File: config.mk
export PLATFORM = sky130hd
export DESIGN_NAME = pipe_core
export DESIGN_NICKNAME = d
export VERILOG_FILES = /design/src/rtl/pipe_core.sv
export SDC_FILE = /design/constraint.sdc
export NUM_CORES = 1
export LEC_CHECK = 0
export BUFFER_PORTS_ARGS = -buffer_cell sky130_fd_sc_hd__buf_4
export CAP_MARGIN = 20
export CORE_MARGIN = 2
export CORE_UTILIZATION = 59
export DETAILED_ROUTE_END_ITERATION = 6
export PLACE_DENSITY = 0.79
export SKIP_LAST_GASP = 1
export SLEW_MARGIN = 0
export SYNTH_ARGS = -nofsm -noshare
export SYNTH_HDL_FRONTEND = slang
export SYNTH_SLANG_ARGS = --single-unit
File: constraint.sdc
create_clock -name clk -period 2.62 [get_ports clk]
set_input_delay 0.262 -clock clk [delete_from_list [all_inputs] [get_ports clk]]
set_output_delay 0.262 -clock clk [all_outputs]
set_load 0.005 [all_outputs]
File: src/rtl/pipe_core.sv
// pipe_core: 4-stage IF/ID/EX/WB pipeline.
// Define PIPE_CORE_FWD_EN to forward EX results into ID instead of stalling on RAW hazards.
module pipe_core #(
  parameter int DW  = 8,
  parameter int RAW = 2,
  parameter int PAW = 4,
  parameter int DAW = 4
) (
  input  logic                  clk,
  input  logic                  rst,
  output logic [PAW-1:0]        imem_addr,
  input  logic [3+RAW+DW-1:0]   imem_data,
  output logic [DAW-1:0]        dmem_addr,
  output logic [DW-1:0]         dmem_wdata,
  output logic                  dmem_we,
  input  logic [DW-1:0]         dmem_rdata,
  output logic                  halted,
  output logic                  retire_valid,
  output logic                  stall
);
  localparam int IW = 3 + RAW + DW;
  localparam logic [2:0] OP_NOP = 3'd0, OP_ADD = 3'd1, OP_LOAD = 3'd2, OP_STORE = 3'd3,
                         OP_LOADC = 3'd4, OP_SUB = 3'd5, OP_JMP = 3'd6, OP_HALT = 3'd7;
  function automatic logic f_writes(input logic [2:0] op);
    return op == OP_ADD || op == OP_SUB || op == OP_LOAD || op == OP_LOADC;
  endfunction
  logic [PAW-1:0] r_pc;
  logic           r_fetch_stop;
  logic           r_id_v, r_ex_v, r_wb_v, r_halted;
  logic [IW-1:0]  r_id_ir, r_ex_ir;
  logic [DW-1:0]  r_ex_a, r_ex_b, r_wb_res;
  logic [2:0]     r_wb_op;
  logic [RAW-1:0] r_wb_rd;
  logic [DW-1:0]  r_regs [2**RAW];
  logic [2:0]     w_id_op, w_ex_op;
  logic [RAW-1:0] w_id_rd, w_ex_rd, w_src_a, w_src_b;
  logic [DW-1:0]  w_id_imm, w_ex_imm, w_ex_res, w_rf_a, w_rf_b, w_op_a, w_op_b;
  logic           w_use_a, w_use_b, w_ex_wr, w_wb_wr, w_haz_a, w_haz_b;
  logic           w_stall, w_jmp, w_halt_id;
  always_comb begin
    w_id_op  = r_id_ir[IW-1 -: 3];
    w_id_rd  = r_id_ir[DW +: RAW];
    w_id_imm = r_id_ir[DW-1:0];
    w_ex_op  = r_ex_ir[IW-1 -: 3];
    w_ex_rd  = r_ex_ir[DW +: RAW];
    w_ex_imm = r_ex_ir[DW-1:0];
    // STORE reads its data register through the rd field
    w_use_a  = w_id_op == OP_ADD || w_id_op == OP_SUB || w_id_op == OP_STORE;
    w_use_b  = w_id_op == OP_ADD || w_id_op == OP_SUB;
    w_src_a  = w_id_op == OP_STORE ? w_id_rd : w_id_imm[2*RAW-1:RAW];
    w_src_b  = w_id_imm[RAW-1:0];
    w_ex_wr  = r_ex_v && f_writes(w_ex_op);
    w_wb_wr  = r_wb_v && f_writes(r_wb_op);
    w_ex_res = w_ex_op == OP_LOAD  ? dmem_rdata :
               w_ex_op == OP_LOADC ? w_ex_imm :
               w_ex_op == OP_SUB   ? r_ex_a - r_ex_b : r_ex_a + r_ex_b;
    w_rf_a   = (w_wb_wr && r_wb_rd == w_src_a) ? r_wb_res : r_regs[w_src_a];
    w_rf_b   = (w_wb_wr && r_wb_rd == w_src_b) ? r_wb_res : r_regs[w_src_b];
    w_haz_a  = r_id_v && w_use_a && w_ex_wr && w_ex_rd == w_src_a;
    w_haz_b  = r_id_v && w_use_b && w_ex_wr && w_ex_rd == w_src_b;
`ifdef PIPE_CORE_FWD_EN
    w_op_a   = w_haz_a ? w_ex_res : w_rf_a;
    w_op_b   = w_haz_b ? w_ex_res : w_rf_b;
    w_stall  = 1'b0;
`else
    w_op_a   = w_rf_a;
    w_op_b   = w_rf_b;
    w_stall  = w_haz_a || w_haz_b;
`endif
    w_jmp     = r_id_v && !w_stall && w_id_op == OP_JMP;
    w_halt_id = r_id_v && !w_stall && w_id_op == OP_HALT;
  end
  always_ff @(posedge clk) begin
    if (rst) begin
      r_pc         <= '0;
      r_fetch_stop <= 1'b0;
      r_id_v       <= 1'b0;
      r_ex_v       <= 1'b0;
      r_wb_v       <= 1'b0;
      r_halted     <= 1'b0;
      r_id_ir      <= '0;
      r_ex_ir      <= '0;
      r_ex_a       <= '0;
      r_ex_b       <= '0;
      r_wb_res     <= '0;
      r_wb_op      <= OP_NOP;
      r_wb_rd      <= '0;
      for (int i = 0; i < 2**RAW; i++) r_regs[i] <= '0;
    end else begin
      if (!w_stall) begin
        r_pc         <= w_jmp ? w_id_imm[PAW-1:0] : (w_halt_id || r_fetch_stop) ? r_pc : r_pc + 1'b1;
        r_fetch_stop <= r_fetch_stop || w_halt_id;
        r_id_v       <= !r_fetch_stop && !w_jmp && !w_halt_id;
        r_id_ir      <= imem_data;
      end
      r_ex_v   <= r_id_v && !w_stall;
      r_ex_ir  <= r_id_ir;
      r_ex_a   <= w_op_a;
      r_ex_b   <= w_op_b;
      r_wb_v   <= r_ex_v;
      r_wb_op  <= w_ex_op;
      r_wb_rd  <= w_ex_rd;
      r_wb_res <= w_ex_res;
      if (w_wb_wr) r_regs[r_wb_rd] <= r_wb_res;
      if (r_wb_v && r_wb_op == OP_HALT) r_halted <= 1'b1;
    end
  end
  assign imem_addr    = r_pc;
  assign dmem_addr    = w_ex_imm[DAW-1:0];
  assign dmem_wdata   = r_ex_a;
  assign dmem_we      = !rst && r_ex_v && w_ex_op == OP_STORE;
  assign halted       = !rst && (r_halted || (r_wb_v && r_wb_op == OP_HALT));
  assign retire_valid = !rst && r_wb_v && r_wb_op != OP_NOP;
  assign stall        = !rst && w_stall;
endmodule

Word level (Yosys, flattened, before mapping)
Memories as Yosys holds them, arrays and structs flattened. A register that Yosys moved wholly into a read port is not among the register bits. Cells that the tools add are included.

Register bits after elaboration: 48. Bits in writable memories: 32. Input bits: 23. Output and inout port bits: 20. Memories: 1. Logic and storage cells: 87.

Memory list: r_regs (words 4, width 8, rd ports 2, clocked after memory_dff 2, write ports 4, line 34) `logic [DW-1:0] r_regs [2**RAW];`.

Eq/ne operators: 18. Add/subtract/negate cells: 3. Multiplexer cells: 14. Reduce and logical (&&, ||, !) cells: 39. Bitwise gates (word level): 1.

Operator list (count): $mux W8 (4); $eq A3 B3 Y1 const B (8); $logic_and A1 B1 Y1 (20); $eq A3 B2 Y1 const B (4); $logic_or A1 B1 Y1 (11); $eq A3 B1 Y1 const B (3); $add A8 B8 Y8 (1); $mux W4 (2); $reduce_or A8 Y1 (1); $sub A8 B8 Y8 (1); $mux W1 (6); $logic_not A1 Y1 (5); $add A4 B1 Y4 const B (1); $eq A2 B2 Y1 (2); $mux W2 (2); $reduce_bool A3 Y1 (1); $ne A2 B2 Y1 const B (1); $reduce_and A2 Y1 (1); $not A1 Y1 (1).

Logic depth before layout (Yosys ltp)
Gate-level depths: netlist (run 1).

Depth in word-level cells: 14. Gate-level depth with buffers: 11. Gate-level depth less buffers: 11.

Least setup slack after synthesis (run 1)
OpenSTA, ideal clock, no wires.

Path kind: reg2reg. From: reg r_ex_ir[10]. To: reg r_wb_res[6]. Cell stages (with the launch flop): 11. Setup time: 91 ps. Arrival: 2268 ps. Data required time: 2529 ps. Slack: 261 ps. Period minus slack after synthesis: 2359 ps. Buffers on the path: 1. Path through: dfxtp_1 -> and3b_1 -> clkbuf_1 -> mux2i_1 -> fa_1 -> a21o_1 -> a21oi_1 -> nor2_1 -> a211oi_1 -> xor2_1 -> a311oi_1.

Longest elaborated chain between the ends: 4. Elaborated cells between the ends (all ways): 6. Those cells by class: eq/ne: 3; mux: 3.

Ends and longest elaborated chain: from (decl) (line 30) `logic [IW-1:0] r_id_ir, r_ex_ir;`; from (signal assigned) (line 97) `r_ex_ir <= r_id_ir;`; $eq A3 B3 Y1 (line 56) `w_ex_op == OP_SUB ? r_ex_a - r_ex_b : r_ex_a + r_ex_b;`; $mux W8 (line 56); $mux W8 (line 55) `w_ex_op == OP_LOADC ? w_ex_imm :`; $mux W8 * (line 54) `w_ex_res = w_ex_op == OP_LOAD ? dmem_rdata :`; to (signal assigned) (line 103) `r_wb_res <= w_ex_res;`; to (decl) (line 31) `logic [DW-1:0] r_ex_a, r_ex_b, r_wb_res;`.

Every way passes the cells marked *; elsewhere a longest branch is shown, timed or not. A chain may end at the register's enable or synchronous reset.

Worst setup path after layout (run 1)
From: reg r_ex_ir[10]. To: out stall.

Longest elaborated chain between the ends: 9. Elaborated cells between the ends (all ways): 14. Those cells by class: eq/ne: 4; reduce/logical: 10.

Ends and longest elaborated chain: $eq A3 B1 Y1 / $eq A3 B3 Y1 (equally long branches) (line 25) `return op == OP_ADD || op == OP_SUB || op == OP_LOAD || op == OP_LOADC;`; $logic_or A1 B1 Y1 (2 in a row) (line 25); $logic_or A1 B1 Y1 * (line 25); $logic_and A1 B1 Y1 * (line 52) `w_ex_wr = r_ex_v && f_writes(w_ex_op);`; $logic_and A1 B1 Y1 (on tied branches) (2 in a row) (line 59, 60); $logic_or A1 B1 Y1 * (line 68) `w_stall = w_haz_a || w_haz_b;`; $logic_and A1 B1 Y1 * (line 114) `assign stall = !rst && w_stall;`; to (decl) (line 19) `output logic stall`.

Marks and branches as above.

==> results of run 1 <==
==> worst max-delay path by stage <==
stage / startpoint / endpoint / slack [ns]
floorplan: r_ex_ir[10] / r_wb_res[6] / 0.26
global placement: r_ex_ir[12] / r_wb_res[6] / 0.21
detailed placement: r_ex_ir[12] / r_wb_res[6] / 0.14
CTS: r_ex_ir[10] / stall / 0.004
global route: r_ex_ir[12] / r_wb_res[6] / -0.008
finish: r_ex_ir[10] / stall / 0.10
==> final cells by class <==
type,count,area (µm²)
clock inverters,3,21.3
multi-input cells,282,2300
clock buffers,13,183
inverters,7,26.3
well taps,102,128
flip-flops and latches,96,2240
repair buffers,59,455
fillers,575,2370
==> worst max-delay path, delay by kind of cell, from the launching register on <==
family / cells / cell delay, ns
compound gates: 2 / 0.54
flops: 1 / 0.32
simple gates: 3 / 0.78
buf+inv: 2 / 0.27
==> routing by layer <==
| layer | up-vias | wire length (µm) | GRT usage |
|---|---|---|---|
| li1 | 1565 | - | - |
| met1 | 1617 | 4180 | 0.322 |
| met2 | 70 | 5160 | 0.429 |
| met3 | 14 | 477 | 0.0355 |
| met4 | 0 | 220 | 0.0895 |
| met5 | - | 0 | 0 |
==> cells in the mapped netlist (5+ instances only) <==
| library cell | count | share of area |
|---|---|---|
| nor3_1 | 10 | 0.011 |
| edfxtp_1 | 32 | 0.20 |
| and2_2 | 8 | 0.013 |
| mux4_1 | 7 | 0.039 |
| and3_1 | 8 | 0.011 |
| o21ai_0 | 10 | 0.011 |
| nand2b_1 | 5 | 0.0066 |
| xnor2_1 | 13 | 0.024 |
| buf_4 | 6 | 0.0095 |
| a22o_1 | 8 | 0.015 |
| nand2_1 | 12 | 0.0095 |
| and2_1 | 17 | 0.023 |
| ha_1 | 9 | 0.024 |
| a211oi_1 | 5 | 0.0079 |
| clkbuf_1 | 11 | 0.0087 |
| dfxtp_1 | 64 | 0.27 |
| xor2_1 | 8 | 0.015 |
| nor2b_1 | 18 | 0.024 |
| mux4_2 | 8 | 0.038 |
| mux2_4 | 8 | 0.025 |
| inv_1 | 7 | 0.0056 |
| mux2i_1 | 17 | 0.036 |
| nor2_1 | 37 | 0.029 |
| and2b_2 | 10 | 0.019 |
| a21oi_1 | 15 | 0.016 |
==> metrics by stage <==
stage / worst slack [ns] / hold WS (ns) / power (W) / instances
after floorplan: 0.261 / 0.383 / 0.00207 / 410
after global placement: 0.215 / 0.441 / 0.00222 / 546
after detailed placement: 0.143 / 0.455 / 0.00224 / 546
after CTS: 0.00405 / 0.107 / 0.00319 / 562
after global routing: -0.00848 / 0.106 / 0.00332 / 562
final: 0.100 / 0.110 / 0.00319 / 562
==> sequential cells by signal, summed over array words and instances (netlist names) <==
signal and flops:
r_id_v 1, r_regs 32, r_wb_rd 2, dmem_wdata 8, r_id_ir 13, r_halted 1, r_wb_res 8, imem_addr 4
r_fetch_stop 1, r_wb_op 3, r_wb_v 1, r_ex_b 8, r_ex_v 1, r_ex_ir 13
==> cells by family after synthesis <==
kind of cell	Yosys count	share of synthesized area
buffers and inverters	32	0.0397
flip-flops	96	0.475
AO/OA/AOI/OAI	60	0.0885
adder cells (fa/ha/maj)	10	0.0281
multiplexers	43	0.149
XOR/XNOR	21	0.0389
AND/OR/NAND/NOR	148	0.181
==> where the power goes <==
group	switching (W)	internal [W]
Sequential	0.0000989	0.00162
Clock	0.000514	0.000466
Combinational	0.000224	0.000261
Total	0.000836	0.00235
==> cell usage in the layout (no fill, tap or decap), types with 7 or more instances in the layout <==
master	n
buf_4	58
edfxtp_1	32
nand2_1	12
and2_2	8
xor2_1	8
a22o_1	8
and3_1	8
mux4_1	7
and2b_2	10
and2_1	17
dfxtp_1	63
o21ai_0	10
nor2_1	37
mux2i_1	17
mux2_4	8
xnor2_1	13
clkbuf_8	9
a21oi_1	15
ha_1	9
inv_1	7
nor3_1	10
nor2b_1	18
mux4_2	8
==> repair_timing <==
| action | 4_1_cts | 5_1_grt |
|---|---|---|
| resized for setup | 0 | 3 |
| setup buffers | 0 | 0 |
| setup endpoints to repair | 0 | 3 |
==> impl_metrics.json, run 1 <==
{
  "grt_usage": 0.249,
  "syn2layout_area_growth_pct": 13.5,
  "synth_fp_nets": 443,
  "cp_data_arrival_time_ns": 2.26,
  "worstSetupStartpointType": "flop",
  "p_leak_nw": 2.24,
  "cts_buffers": 9,
  "n_antenna_cell": 0,
  "crit_type": "reg2out",
  "ios": 43,
  "drt-pass1-iter-count": 4,
  "worst_hold_path.endpoint": "r_id_ir[10]",
  "placed_cell_area_um2": 5150,
  "cap_violations": 0,
  "antenna_found_initial": 0,
  "grt_first_pass_wirelength_mm": 16.3,
  "hold_viol": 0,
  "worst_pin_slew_ns": 0.668,
  "relSlewSlack": 0.554,
  "async_reset_ff_frac": 0,
  "fin_util": 0.694,
  "cts_tree": "built",
  "r2r_cells": 9,
  "place.detailed.hpwl_mm": 7.15,
  "slowest_delay_ns": 0.42,
  "clock-root-buffer": "clkbuf_8",
  "netlist_instances": 410,
  "ys.warnings.count": 0,
  "finClkSkew_ns": 0.0105,
  "drc": 0,
  "crit_slowest_cell": "or3b_1",
  "portBuffers": 42,
  "final_nets": 488,
  "path_cells": "buf_4, or3b_1, a21oi_1, and2_1, a31o_4, nor2b_1, buf_4",
  "finalSetupViolations": 0,
  "hold_depth": 3,
  "min_from": "imem_data[10]",
  "cts-hold-fix-buffers": 0,
  "yosysSeqAreaShare": 0.475,
  "rows": 32,
  "cp_max_fo": 15,
  "vias": 3266,
  "cts_sinks": 96,
  "syn_avg_cell_area_um2": 11.5,
  "floorplan.core_area_um2": 7730,
  "start_util": 0.611,
  "status": "complete, no violations",
  "grt_max_degree": 63,
  "worstSetupEndpointType": "output pin",
  "synth_edf_count": 32,
  "gp_congestion": 0.873,
  "ant_nets": 0,
  "clock_path_buffers": 2,
  "first_global_vias": 3253,
  "htree_levels": 3,
  "die-area_um2": 8740,
  "required_ns": 2.36,
  "ys.flop_type": "dfxtp_1",
  "grt-ovfl-total": 0,
  "hold_class": "in2reg",
  "report.final.slew_viol_count": 0,
  "rsz0062_at_grt": "yes",
  "power_density_nw_per_um2": 595,
  "wl_per_cell_um": 17.9,
  "ff2ff_setup_slack_ns": 0.17,
  "cp_common_cell": "buf_4",
  "vias_per_cell": 5.81,
  "synth-seq-cells": 96,
  "die_w_um": 93.5,
  "dieHeight_um": 93.5,
  "syn_area_um2": 4720,
  "synth_cell_types": 63,
  "r2r-start": "r_ex_ir[12]",
  "clock_latency_ns": 0.35,
  "min_period_ns": 2.52,
  "fin_area_um2": 5360,
  "clkSlewWorstSetupHoldPaths_ns": 0.10,
  "clock.fmax_ghz": 0.397,
  "rr_endpoint": "r_wb_res[6]",
  "drtIter0Drc": 233,
  "setup_tns_ns": 0,
  "drive_gt1_frac": 0.270,
  "drt-total-wl_mm": 10.0,
  "min_period_over_period": 0.962,
  "peakVddDrop_mv": 0.299
}
No activity file was read; power rests on OpenSTA's default activity.
==> run 2: changes to the inputs <==
--- a/config.mk
+++ b/config.mk
@@ -7,7 +7,6 @@
 export LEC_CHECK = 0
 export BUFFER_PORTS_ARGS = -buffer_cell sky130_fd_sc_hd__buf_4
 export CAP_MARGIN = 20
-export CORE_MARGIN = 2
 export CORE_UTILIZATION = 59
 export DETAILED_ROUTE_END_ITERATION = 6
 export PLACE_DENSITY = 0.79
==> impl_metrics.json, run 2 (synthesized netlist as in run 1, its figures left out) <==
{
  "worst_pin_slew_ns": 0.728,
  "drtIter0Drc": 233,
  "path_cells": "and3b_2, buf_4, nor2_1, xnor2_1, ha_1, o21ai_0, a21oi_1, o32ai_1, xnor2_1, mux2i_1, a211oi_1",
  "cp_common_cell": "xnor2_1",
  "status": "complete, no violations",
  "crit_type": "reg2reg",
  "layout_commonest_cell": "buf_4",
  "worstSetupStartpointType": "flop",
  "rsz0062_at_grt": "yes",
  "biggestRegsByFlops": "r_regs x32, r_ex_ir x13, r_id_ir x13",
  "relSlewSlack": 0.514,
  "slowest_delay_ns": 0.36,
  "path_buf_inv": 1,
  "clock.fmax_ghz": 0.402,
  "start_util": 0.611,
  "portBuffers": 42,
  "hold_viol": 0,
  "largest_reg_flops": 32,
  "grt_first_pass_wirelength_mm": 16.7,
  "grt-ovfl-total": 0,
  "drive_gt1_frac": 0.279,
  "p_leak_nw": 2.26,
  "clock-root-buffer": "clkbuf_8",
  "gp_congestion": 0.897,
  "fin_area_um2": 5380,
  "floorplan.core_area_um2": 7730,
  "min_period_over_period": 0.950,
  "ff2ff_setup_slack_ns": 0.13,
  "hold_depth": 3,
  "required_ns": 2.90,
  "clkSlewWorstSetupHoldPaths_ns": 0.10,
  "vias_per_cell": 5.82,
  "cts_tree": "built",
  "first_global_vias": 3346,
  "finClkSkew_ns": 0.0102,
  "min_from": "imem_data[10]",
  "worst_hold_path.endpoint": "r_id_ir[10]",
  "pre_cts_slack_ns": 0.0715,
  "place.detailed.hpwl_mm": 7.22,
  "wl_per_cell_um": 18.0,
  "cap_violations": 0,
  "setup_tns_ns": 0,
  "regMostFlops": "r_regs",
  "hold_class": "in2reg",
  "cp_data_arrival_time_ns": 2.77,
  "crit_slowest_cell": "dfxtp_2",
  "n_antenna_cell": 0,
  "worstSetupEndpointType": "flop",
  "htree_levels": 3,
  "fillerInstances": 562,
  "drc": 0,
  "vias": 3288,
  "dieHeight_um": 91.5,
  "cts_buffers": 9,
  "r2r_cells": 11,
  "clock_path_buffers": 2,
  "rr_endpoint": "r_wb_res[7]",
  "rows": 32,
  "report.final.slew_viol_count": 0,
  "power_density_nw_per_um2": 602,
  "clock_latency_ns": 0.37,
  "drt-total-wl_mm": 10.2,
  "crit_family": "compound AO/OA/AOI/OAI gates",
  "cp_max_fo": 7,
  "mostFrequentLayoutCells": "62 x buf_4, 61 x dfxtp_1, 37 x nor2_1",
  "fin_util": 0.696,
  "placed_cell_area_um2": 5140,
  "grt_max_degree": 59,
  "ant_nets": 0,
  "grt_usage": 0.264,
  "syn2layout_area_growth_pct": 13.8,
  "finalSetupViolations": 0,
  "cts_sinks": 96,
  "peakVddDrop_mv": 0.310,
  "drt-pass1-iter-count": 4,
  "die_w_um": 91.5,
  "min_period_ns": 2.49,
  "final_nets": 491,
  "fin_ws_ns": 0.130,
  "die-area_um2": 8370,
  "antenna_found_initial": 0,
  "r2r-start": "r_ex_ir[12]",
  "ios": 43
}
[run 2: timing repair]
action / 4_1_cts / 5_1_grt
endpoints found under the setup margin: 0 / 4
resized for setup: 0 / 5
hold buffers: 0 / 0
setup buffers: 0 / 2
[run 2: per-layer routing]
layer,vias up,routed length [µm],GRT usage
met5,-,0,0
met4,0,249,0.128
met3,17,506,0.0511
met2,95,5160,0.447
met1,1604,4270,0.323
li1,1572,-,-
[run 2: area by class of cell]
type	count	area, µm²	share of cell area
well taps	102	128	0.0237
inverters	7	26.3	0.00489
flip-flops and latches	96	2250	0.418
multi-input cells	282	2300	0.429
clock inverters	4	50.0	0.00931
clock buffers	12	158	0.0293
repair buffers	62	465	0.0866
[run 2: tightest hold or removal path, cell delays in order]
cell,delay (ns)
buf_4,0.07
nor2_1,0.03
nor2_1,0.07
[run 2: where the power goes]
part / switching (W) / leakage, nW / internal, W
Clock: 0.000523 / 0.109 / 0.000505
Combinational: 0.000233 / 1.29 / 0.000261
Sequential: 0.0000919 / 0.860 / 0.00163
Total: 0.000848 / 2.26 / 0.00239
[run 2: worst max path at each step]
stage          depth (start not counted)  slack, ns     endpoint         from
2_1_floorplan                         10       0.26  r_wb_res[6]  r_ex_ir[10]
3_3_place_gp                           9       0.20  r_wb_res[6]  r_ex_ir[12]
3_5_place_dp                           9       0.07  r_wb_res[6]  r_ex_ir[12]
4_1_cts                                9       0.03  r_wb_res[6]  r_ex_ir[12]
5_1_grt                               11      -0.02  r_wb_res[6]    r_ex_b[0]
6_report                              11       0.13  r_wb_res[7]  r_ex_ir[12]
[run 2: through the flow]
stage	total power, W	hold slack [ns]	instances
finish	0.00324	0.0937	565
global route	0.00337	0.113	565
CTS	0.00325	0.0810	563
detailed placement	0.00224	0.452	547
global placement	0.00222	0.440	547
floorplan	0.00207	0.383	410
